### config.mk
export PLATFORM = sky130hd
export DESIGN_NAME = reg_dump_sequencer
export DESIGN_NICKNAME = d
export VERILOG_FILES = /design/src/rtl/reg_dump_sequencer_pkg.sv /design/src/rtl/reg_dump_sequencer_serializer.sv /design/src/rtl/reg_dump_sequencer.sv
export SDC_FILE = /design/constraint.sdc
export NUM_CORES = 1
export LEC_CHECK = 0
export ABC_AREA = 1
export CORE_MARGIN = 10
export CORE_UTILIZATION = 45
export DETAILED_ROUTE_END_ITERATION = 7
export PLACE_DENSITY = 0.73
export SYNTH_ARGS = -nofsm -noshare
export SYNTH_HDL_FRONTEND = slang
export SYNTH_HIERARCHICAL = 1
export SYNTH_SLANG_ARGS = --single-unit
### constraint.sdc
create_clock -name iCLK -period 2.26 [get_ports iCLK]
set_clock_uncertainty 0.15 [all_clocks]
set_input_delay 0.565 -clock iCLK [delete_from_list [all_inputs] [get_ports iCLK]]
set_output_delay 0.565 -clock iCLK [all_outputs]
set_load 0.1 [all_outputs]
### src/rtl/reg_dump_sequencer_pkg.sv
// Shared definitions for the register-file dump sequencer: FSM encoding and
// byte-stream framing constants.
package reg_dump_sequencer_pkg;

  typedef enum logic [2:0] {
    ST_IDLE  = 3'd0,
    ST_SEL   = 3'd1,
    ST_LATCH = 3'd2,
    ST_SEND  = 3'd3,
    ST_DONE  = 3'd4
  } state_t;

  localparam int         BYTES_PER_REG  = 8;
  localparam logic [2:0] INDEX_BYTE_PAD = 3'b000;

endpackage

### src/rtl/reg_dump_sequencer_serializer.sv
// Holds the atomically latched register value and turns it into a framed
// byte stream: optional index byte, then eight data bytes, LSB first.
module dump_byte_serializer
  import reg_dump_sequencer_pkg::*;
#(
  parameter int SEND_INDEX = 1
) (
  input  logic        clk,
  input  logic        rst,
  input  logic        load,
  input  logic        active,
  input  logic        abort,
  input  logic        tx_ready,
  input  logic [63:0] reg_data,
  input  logic [4:0]  reg_index,
  output logic [7:0]  tx_data,
  output logic        tx_valid,
  output logic        accept,
  output logic        last_beat
);

  localparam logic [3:0] FIRST_BEAT = (SEND_INDEX != 0) ? 4'd0 : 4'd1;

  logic [63:0] shadow;
  logic [3:0]  beat;
  logic [2:0]  byte_sel;

  // NOTE: sequential state uses non-blocking assignments so every flop samples
  // pre-edge values; blocking here would create order-dependent races.
  always_ff @(posedge clk or posedge rst) begin
    if (rst) begin
      shadow <= '0;
      beat   <= '0;
    end else if (load) begin
      shadow <= reg_data;
      beat   <= FIRST_BEAT;
    end else if (accept && !last_beat) begin
      beat <= beat + 4'd1;
    end
  end

  // Data beats 1..8 map to byte lanes 0..7; beat 8 wraps to lane 7.
  assign byte_sel = beat[2:0] - 3'd1;

  // NOTE: tx_data gets its default before any branch so no path leaves it
  // unassigned, which would otherwise infer a latch.
  always_comb begin
    tx_data = 8'h00;
    if (active) begin
      if (beat == 4'd0) tx_data = {INDEX_BYTE_PAD, reg_index};
      else              tx_data = shadow[{byte_sel, 3'b000} +: 8];
    end
  end

  assign tx_valid  = active;
  assign accept    = active & tx_ready & ~abort;
  assign last_beat = (beat == 4'(BYTES_PER_REG));

endmodule

### src/rtl/reg_dump_sequencer.sv
// Walks the register file through its monitor select port and streams each
// register out as bytes over a valid/ready handshake.
module reg_dump_sequencer
  import reg_dump_sequencer_pkg::*;
#(
  parameter int FIRST_REG  = 0,
  parameter int LAST_REG   = 31,
  parameter int SEND_INDEX = 1
) (
  input  logic        iCLK,
  input  logic        iRST,
  input  logic        iStart,
  input  logic        iAbort,
  output logic [4:0]  oRegSelect,
  input  logic [63:0] iRegData,
  output logic [7:0]  oTxData,
  output logic        oTxValid,
  input  logic        iTxReady,
  output logic        oBusy,
  output logic        oDone
);

  localparam logic [4:0] FIRST_IDX = 5'(FIRST_REG);
  localparam logic [4:0] LAST_IDX  = 5'(LAST_REG);

  state_t     state, state_next;
  logic [4:0] idx;
  logic       accept, last_beat;

  always_ff @(posedge iCLK or posedge iRST) begin
    if (iRST) begin
      state <= ST_IDLE;
      idx   <= FIRST_IDX;
    end else begin
      state <= state_next;
      if (state == ST_IDLE && iStart)
        idx <= FIRST_IDX;
      else if (state == ST_SEND && accept && last_beat && idx != LAST_IDX)
        idx <= idx + 5'd1;
    end
  end

  always_comb begin
    state_next = state;
    unique case (state)
      ST_IDLE:  if (iStart) state_next = ST_SEL;
      ST_SEL:   state_next = ST_LATCH;
      ST_LATCH: state_next = ST_SEND;
      ST_SEND:  if (accept && last_beat)
                  state_next = (idx == LAST_IDX) ? ST_DONE : ST_SEL;
      ST_DONE:  state_next = ST_IDLE;
      default:  state_next = ST_IDLE;
    endcase
    // Abort overrides everything, including a same-cycle final handshake.
    if (iAbort && state != ST_IDLE) state_next = ST_IDLE;
  end

  dump_byte_serializer #(
    .SEND_INDEX(SEND_INDEX)
  ) u_serializer (
    .clk      (iCLK),
    .rst      (iRST),
    .load     (state == ST_LATCH),
    .active   (state == ST_SEND),
    .abort    (iAbort),
    .tx_ready (iTxReady),
    .reg_data (iRegData),
    .reg_index(idx),
    .tx_data  (oTxData),
    .tx_valid (oTxValid),
    .accept   (accept),
    .last_beat(last_beat)
  );

  assign oRegSelect = idx;
  assign oBusy      = (state == ST_SEL) || (state == ST_LATCH) || (state == ST_SEND);
  assign oDone      = (state == ST_DONE);

endmodule
==> impl_results.md, run 1 <==
- TritonCTS clock tree: built
- Slew Limit Fails: 0
- Aggregate global-route resource usage: 16.5%
- Total CTS buffers: 9
- IO Count: 85
- Min-delay src: u_serializer/shadow[62]
- Max IR drop VDD: 0.677 mV
- Net Count, Synth: 592
- Synth top area cells: dfrtp_1 (49%), nand2_1 (17%), o21ai_1 (8.2%)
- Clock sinks: 76
- Htree depth: 3
- Yosys top cell by area: dfrtp_1
- Synth unique cells: 25
- Leak Pwr: 2.61 nW
- Vias per cell: 5.03
- DP HPWL: 7870 um
- Die Span Y: 113 um
- Hold Path Sink: u_serializer/shadow[62]
- Initial core utilization: 46.6%
- Final nets: 676
- Wire per inst: 14.6 um
- Element type at the critical path start: register
- Reg2reg start: state[2]
- Core Area: 8300 um2
- Fin. Hold Viols: 0
- CTS Buffer Depth: 2
- Synth warnings: 6
- Antenna Diode Count: 0
- Post-synth EDFFs: 0
- R2R Setup Slk: 0.38 ns
- Run status: finished, violations left
- Endpoint kind of the worst setup timing path: output port
- GP Congestion: 0.888
- Final worst slack: -0.310 ns
- Worst setup path class: register to output port
- Max Cap Viol: 0
- Sequential fraction of the synthesis area: 49.2%
- CP max FO: 9
- Share of cells above drive strength 1: 16.3%
- Skew-Pair Late Insertion Delay: 0.35 ns
- Worst Setup SP: u_serializer/beat[0]
- Post-Synthesis Cells: 519
- Pin count of the biggest net entering global routing: 78
- FP Rows: 33
- RSZ-0062 raised after global routing: true
- Worst R2R End: u_serializer/beat[0]
- Die area: 12700 um2
- Drt drc: 0
- Setup violators final: 8
- Chip width: 113 um
- Top cells by instance count after synthesis: nand2_1 (175), dfrtp_1 (76), inv_1 (70), o21ai_1 (63), nand3_1 (61)
- Arrival @ worst endpoint: 1.85 ns
- Drt pass-1 iters: 5
- IO Port Bufs: 84
- Hold Path Stages: 2
- Post-route clock period utilization: 114%
- Mapped cell area: 3870 um2
- Pre-CTS setup slack: -0.00506 ns
- Iteration-0 DRC Markers: 170
- Clock Tree Root: clkbuf_8
- Final WL: 10400 um
- Synth Flop Type: dfrtp_1
- Least-Margin Pin Slew: 0.493 ns
- Seq cells post-synth: 76
- Global-route wire length before repair: 17400 um
- Vias in the first global route: 3649
- Critical Path RT: 1.54 ns
- Worst-path clk slew: 0.08 ns
- Count leader, synth: nand2_1
- ANT nets after route: 0
- Relative slew slack: 67.0%
- Final Non-Filler Cells: 713
- Violations in the final reports: setup timing
- Initial antenna violation count: 0
- Syn_area_per_cell: 7.45 um2
- Pwr Density: 1490 nW/um2
- GRT overflow: 0
- Worst R2R Path Depth: 6
- Share of synthesized flip-flops with an asynchronous set or reset: 100%
- Placed insts: 694
- Min Tclk post-route: 2.57 ns
- Max Clock Freq: 389 MHz
- Area delta synth->final: 42.5%
- Hold WC Path Type: register to register
- Vias: 3584
- Top-area cell type share of the netlist area: 49.2%
## cells by family after synthesis
kind of cell | count (synthesis) | share of synthesized area [%]
compound gates | 75 | 10.2
xor+xnor | 5 | 1.13
flops | 76 | 49.2
simple gates | 258 | 27.7
fa+ha+maj | 4 | 1.29
buf+inv | 101 | 10.5
## stage by stage
stage / util [%] / TNS (ns) / hold WS, ns / power (W) / instance area, um2
final: 66.4 / -2.22 / 0.333 / 0.00820 / 5510
after global routing: 66.4 / -2.84 / 0.354 / 0.00882 / 5510
after CTS: 65.5 / -2.18 / 0.332 / 0.00802 / 5440
after detailed placement: 61.9 / -0.00546 / 0.313 / 0.00673 / 5140
after global placement: 61.9 / 0 / 0.318 / 0.00662 / 5140
after floorplan: - / -1.19 / 0.231 / 0.00550 / 4010
## sequential cells by signal, summed over array words and instances (netlist names)
register             count
u_serializer/shadow     64
state                    3
oRegSelect               5
u_serializer/beat        4
## final cells by class
class | count | area (um2)
multi-input combinational | 342 | 1780
clock inverter | 6 | 62.6
timing repair buffer | 100 | 1210
tap | 105 | 131
clock buffer | 10 | 138
fill | 668 | 2790
inverter | 74 | 284
sequential | 76 | 1900
## power by group
group	internal, W	switching, W	total [W]	leakage [nW]
registers	0.00198	0.000223	0.00220	0.945
clock network	0.000540	0.000510	0.00105	0.106
logic	0.00180	0.00315	0.00495	1.56
total	0.00432	0.00388	0.00820	2.61
## how the worst max path moves through the flow
| stage | end | slack [ns] |
|---|---|---|
| after floorplan | oTxData[7] | -0.25 |
| after global placement | oTxData[3] | 0.02 |
| after detailed placement | oTxData[0] | -0.005 |
| after CTS | oTxData[6] | -0.30 |
| after global routing | oTxData[5] | -0.42 |
| final | oTxData[5] | -0.31 |
## routing by layer
metal	GRT usage, %	wire length, um
met1	21.4	4750
met2	26.9	4930
met3	3.12	569
met4	5.75	132
met5	0	0
## what timing repair did
action	CTS	global route
pin swaps	7	4
endpoints found under the hold margin	0	0
cloned	0	0
setup buffers	2	1
resized for setup	16	14
hold buffers	0	0
endpoints found under the setup margin	8	8
## cells in the final DEF, fill, tap and decap left out, drive strengths merged, types with 3 or more instances in the layout
cell type	count
ha	4
clkbuf	10
clkinv	4
o211ai	3
o21ai	66
a21oi	4
inv	74
nor3	3
nand2	175
buf	32
clkdlybuf4s50	68
nand3	61
dfrtp	76
xor2	4
nor2	16
## critical path: stages (launching register included)
cell	delay, ns
dfrtp_1	0.37
inv_2	0.06
ha_4	0.35
buf_12	0.14
nand3_1	0.08
nand3_1	0.10
nand2_2	0.06
nor2_4	0.14
buf_12	0.19
No activity file was read; power rests on OpenSTA's default activity.
==> run 2, diff against run 1 <==
- TNS_END_PERCENT: unset -> 1
==> impl_results.md, run 2 (same netlist as run 1, synthesis figures left out) <==
- Final WL: 11000 um (+6.0%)
- Aggregate global-route resource usage: 16.4% (-0.064 points)
- Core Area: 8300 um2 (unchanged)
- CTS Buffer Depth: 2 (unchanged)
- Die Span Y: 113 um (unchanged)
- Slowest-stage cell, CP: dfrtp_1
- Clock sinks: 76 (unchanged)
- Antenna Diode Count: 0 (unchanged)
- Core Util, Final: 67.1% (+0.72 points)
- CP delay by family, top: buffers and inverters
- Most frequent cells in the layout: nand2_1 (168), dfrtp_1 (76), inv_1 (68), clkdlybuf4s50_1 (68), o21ai_1 (65)
- Drt pass-1 iters: 5 (unchanged)
- Vias in the first global route: 3647 (-0.055%)
- Pin count of the biggest net entering global routing: 69 (-12%)
- Hold WC Path Type: register to register
- Post-route clock period utilization: 116% (+1.9 points)
- Element type at the critical path start: register
- Run status: finished, violations left
- Least-Margin Pin Slew: 0.487 ns (-0.00613 ns)
- Skew-Pair Late Insertion Delay: 0.35 ns (about the same)
- Leak Pwr: 2.63 nW (+0.75%)
- Switching share of power: 46.9% (-0.36 points)
- Hold-fix buffers, CTS: 0 (unchanged)
- Global-route wire length before repair: 17500 um (+0.56%)
- Pwr Density: 1550 nW/um2 (+4.5%)
- GRT overflow: 0 (unchanged)
- Setup violators final: 8 (unchanged)
- Relative slew slack: 67.4% (+0.41 points)
- Die area: 12700 um2 (unchanged)
- Sum Neg Setup Slack: -2.63 ns (-0.410 ns)
- Crit path buf inv count: 3 (unchanged)
- Vias per cell: 5.10 (+1.4%)
- Slew Limit Fails: 0 (unchanged)
- Share of cells above drive strength 1: 16.0% (-0.30 points)
- GP Congestion: 0.920 (+3.5%)
- Chip width: 113 um (unchanged)
- Fin. Hold Viols: 0 (unchanged)
- RSZ-0062 raised after global routing: true
- Max reg flops: 64 (unchanged)
- Worst-path clk slew: 0.08 ns (about the same)
- Vias: 3630 (+1.3%)
- Violations in the final reports: setup timing
- FP Rows: 33 (unchanged)
- Area delta synth->final: 44.1%
- Wire per inst: 15.5 um (+6.2%)
- Initial antenna violation count: 0 (unchanged)
- Drt drc: 0 (unchanged)
- Max Clock Freq: 383 MHz (-1.7%)
- Final worst slack: -0.353 ns (-0.0433 ns)
- Critical path cell sequence: inv_2 > ha_4 > clkbuf_16 > o211ai_1 > nand2_1 > nor2_2 > nor2_4 > buf_12
- Reg with most FFs: u_serializer/shadow
- Total CTS buffers: 9 (unchanged)
- Min Tclk post-route: 2.61 ns (+0.0433 ns)
- ANT nets after route: 0 (unchanged)
- TritonCTS clock tree: built
- Iteration-0 DRC Markers: 202 (+19%)
- Final Power: 0.00866 W (+5.6%)
- CP max FO: 8 (-1)
- Combinational Power Share: 60.0% (-0.4 points)
- Clk network pwr share: 14.6% (+1.8 points)
- Final nets: 675 (-0.15%)
- DP HPWL: 7980 um (+1.4%)
- Commonest non-fill, non-tap cell in the layout: nand2_1
- Delay of the slowest cell on the worst path: 0.37 ns (about the same)
- Filler cells: 661 (-1.0%)
- Flop pwr share: 25.4% (-1.4 points)
- IO Count: 85 (unchanged)
- Critical Path RT: 1.54 ns (about the same)
- Switching pwr: 0.00406 W (+4.8%)
- Worst setup path class: register to output port
- Initial core utilization: 46.6% (unchanged)
- IO Port Bufs: 84 (unchanged)
- Clock Tree Root: clkbuf_8
- Arrival @ worst endpoint: 1.90 ns (+0.05 ns)
- Max Cap Viol: 0 (unchanged)
- Max IR drop VDD: 0.592 mV (-13%)
- Internal: 0.00459 W (+6.3%)
- Placed insts: 691 (-0.43%)
- Final Non-Filler Cells: 712 (-0.14%)
- Htree depth: 3 (unchanged)
- Endpoint kind of the worst setup timing path: output port
- Pre-CTS setup slack: -0.0178 ns (-0.0127 ns)
-- run 2: cell count changes in the layout (fill, tap and decap cells not counted), sizes merged --
cell and change:
clkinv -3, bufinv +2, buf -2, inv +1
clkinvlp +1
-- run 2: worst paths after layout --
check	to	startpoint	slack, ns	cells after the start
worst max-delay path	oTxData[7]	u_serializer/beat[0]	-0.35	8
worst min-delay path	u_serializer/shadow[62]	u_serializer/shadow[62]	0.34	2
worst max register to register	u_serializer/beat[2]	state[0]	0.36	6
worst min register to register	u_serializer/shadow[62]	u_serializer/shadow[62]	0.34	2
max in group asynchronous	u_serializer/shadow[16]	iRST	1.19	3
min in group asynchronous	oRegSelect[4]	iRST	0.36	2
-- run 2: worst register-to-register path: stages (launching register included) --
cell	delay [ns]
dfrtp_1	0.38
buf_4	0.15
nor3_2	0.44
inv_2	0.21
nand2_1	0.26
nand3_1	0.12
o21ai_1	0.11
-- run 2: repair_timing --
action                                  CTS  global route
pin swaps                                 1            20
buffers inserted                          3             1
endpoints found under the hold margin     0             0
endpoints found under the setup margin    8             8
gates cloned                              0             1
resized for setup                        11            22
-- run 2: metal layers --
| metal | vias up | global-route usage (%) | wire length (um) |
|---|---|---|---|
| met4 | 0 | 3.38 | 156 |
| met5 | - | 0 | 0 |
| li1 | 1781 | - | - |
| met1 | 1701 | 21.7 | 4910 |
| met3 | 17 | 4.12 | 669 |
| met2 | 131 | 26.6 | 5280 |
-- run 2: power groups by stage --
stage	logic (W)	clock network, W	registers [W]
floorplan	0.00331	0	0.00216
global placement	0.00441	0	0.00220
detailed placement	0.00451	0	0.00221
CTS	0.00470	0.00129	0.00219
global route	0.00559	0.00135	0.00226
finish	0.00519	0.00126	0.00220
-- run 2: layout make-up --
class	count	area [um2]	area share, %
sequential	76	1900	34.1
multi-input combinational	342	1810	32.5
timing repair buffer	99	1200	21.6
inverter	74	280	5.03
tap	105	131	2.36
clock buffer	9	124	2.22
clock inverter	7	123	2.20
-- run 2: through the flow --
stage               instance area [um2]  hold slack (ns)
finish                             5570            0.340
global route                       5570            0.353
CTS                                5410            0.338
detailed placement                 5090            0.321
global placement                   5090            0.309
floorplan                          3990            0.231
==> run 3, diff against run 2 <==
- CAP_MARGIN: unset -> 20
==> results of run 3 <==
No change in the layout: final DEF, timing and power equal those of run 2.
==> edit: new RTL, config.mk and constraints of run 3 <==
Set the parameter `LAST_REG` to 15 (it was 31).
--- a/src/rtl/reg_dump_sequencer.sv
+++ b/src/rtl/reg_dump_sequencer.sv
@@ -5,5 +5,5 @@
 #(
   parameter int FIRST_REG  = 0,
-  parameter int LAST_REG   = 31,
+  parameter int LAST_REG   = 15,
   parameter int SEND_INDEX = 1
 ) (
Behaviour: same outputs for any inputs over 10 cycles, from zero or initial values and one cycle with iRST high; that may be too few to reach the edited logic, so the function may still have changed.
==> edit against run 3 <==
- the flow still finishes with violations (setup timing)
- via count decreased by 0.52%
- die area increased by 0.11%
- final cell count increased by 0.14%
- wire length decreased by 5.4%
- total power decreased by 8.0%
- register-to-register slack about the same
- sequential power about the same
- cell area decreased by 3.4%
- synthesized cell count unchanged
- worst setup slack improved by 0.031 ns
- area after synthesis increased by 0.13%
- sequential cell count unchanged
- critical endpoint is now oTxData[5]
==> edit: results (changes against run 3) <==
Synthesis
  • Syn_nets: 592 (unchanged)
  • Async SR Flop Fraction: 100% (unchanged)
  • Synth area leaders: dfrtp_1, nand2_1, o21ai_1 (unchanged)
  • Synth unique cells: 26 (was 25)
  • Top cells by count, synth: nand2_1, dfrtp_1, inv_1, o21ai_1, nand3_1 (unchanged)
  • Seq/Total Area, Yosys: 49.1% (was 49.2%)
  • Cells after synthesis: 519 (unchanged)
  • Number of synthesis warnings: 6 (unchanged)

GRT
  • Largest net degree at the start of global routing: 73 (was 69)
  • GRT Overall Usage: 16.4% (about the same)
  • First-pass GRT wire length: 17500 um (about the same)
  • Vias in the first global route: 3744 (was 3647)
  • Initial antenna violation count: 0 (unchanged)

Routing
  • Via-to-Cell Ratio: 5.06 (was 5.10)
  • Initial DRC Count: 289 (was 202)
  • Drt pass-1 iters: 4 (was 5)
  • Routed len/inst: 14.6 um (was 15.5 um)
  • Final wirelength: 10400 um (was 11000 um)

Worst setup path
  • Worst stage delay on the critical path: 0.41 ns (was 0.37 ns)
  • CP max-delay cell: dfrtp_1 (unchanged)
  • R2R depth: 5 (was 6)
  • Cell family with most CP delay: buffers and inverters (unchanged)
  • Critical path peak fanout: 5 (was 8)

Clock tree
  • Clock root buffer: clkbuf_8 (unchanged)
  • Clk buf depth: 2 (unchanged)
  • CTS Buf Count: 9 (unchanged)

Timing
  • Max_slew headroom: 70.0% (was 67.4%)
  • Worst Setup Slack, final: -0.322 ns (was -0.353 ns)
  • Final setup vio count: 8 (unchanged)
  • Setup TNS: -2.27 ns (was -2.63 ns)

Power and ir drop
  • Static Leak: 0.00256 uW (was 0.00263 uW)
  • Net Sw Frac: 47.5% (was 46.9%)
  • Net Sw Power: 3780 uW (was 4060 uW)
  • P_comb: 4730 uW (was 5190 uW)
  • VDD IR-drop max: 1.10 mV (was 0.592 mV)
  • Clk network pwr share: 12.9% (was 14.6%)

Outcome
  • Violated checks: setup timing (unchanged)
  • Status: finished with violations (unchanged)

Placement
  • Post-Place Cells: 694 (was 691)
  • DP Area: 5110 sq um (was 5090 sq um)
  • GP Congestion: 0.982 (was 0.920)
  • Final HPWL DP: 7850 um (was 7980 um)
  • PortBufs: 84 (unchanged)
  • DP Worst Slack: -0.0180 ns (was -0.0178 ns)

Layout
  • Proportion of layout cells with a drive suffix above 1: 13.3% (was 16.0%)
  • Reg with most FFs: u_serializer/shadow (unchanged)
  • ANT cells: 0 (unchanged)
  • Final nets: 677 (was 675)
  • Largest register FFs: 64 (unchanged)
  • Fillers: 681 (was 661)

Min path
  • Min-Delay Path Depth: 2 (unchanged)
edit: cell count changes after synthesis, sizes merged:
cell	change
inv	+1
o21ai	+1
nand2	-2
edit: cell families (layout without fill, tap and decap cells):
family | count (synthesis) | in the layout | synth area share, %
fa+ha+maj | 4 | 4 | 1.29
xor+xnor | 5 | 5 | 1.13
flops | 76 | 76 | 49.1
compound gates | 76 | 76 | 10.3
simple gates | 256 | 256 | 27.6
buf+inv | 102 | 191 | 10.6
edit: metal layers:
layer | up-vias | wire length [um] | global-route usage, %
met1 | 1702 | 4730 | 21.2
met2 | 119 | 4830 | 26.3
met3 | 8 | 771 | 4.97
met5 | - | 0 | 0
met4 | 0 | 85 | 3.98
li1 | 1782 | - | -
edit: worst paths after layout:
kind	to	slack, ns	startpoint
setup / recovery	oTxData[5]	-0.32	u_serializer/beat[0]
hold / removal	u_serializer/shadow[62]	0.34	u_serializer/shadow[62]
setup reg to reg	u_serializer/shadow[41]	0.36	state[2]
hold reg to reg	u_serializer/shadow[62]	0.34	u_serializer/shadow[62]
max in group asynchronous	u_serializer/shadow[45]	1.18	iRST
min in group asynchronous	oRegSelect[3]	0.36	iRST
edit: cell type report:
cell class | instances | share of cell area, %
flip-flops and latches | 76 | 35.4
well taps | 105 | 2.44
inverters | 75 | 5.28
clock buffers | 9 | 2.30
repair buffers | 101 | 21.8
multi-input cells | 341 | 31.6
clock inverters | 6 | 1.21
edit: repair_timing:
action | in CTS | in global routing
hold buffers | 0 | 0
buffers inserted | 2 | 2
gates resized for setup | 12 | 2
setup endpoints to repair | 8 | 8
cloned | 0 | 0
pin swaps | 5 | 2
edit: worst register-to-register path: cells and delay by family, from the launching register on:
kind | cells | cell delay [ns]
compound gates | 1 | 0.13
flops | 1 | 0.41
simple gates | 2 | 0.50
buf+inv | 2 | 0.63
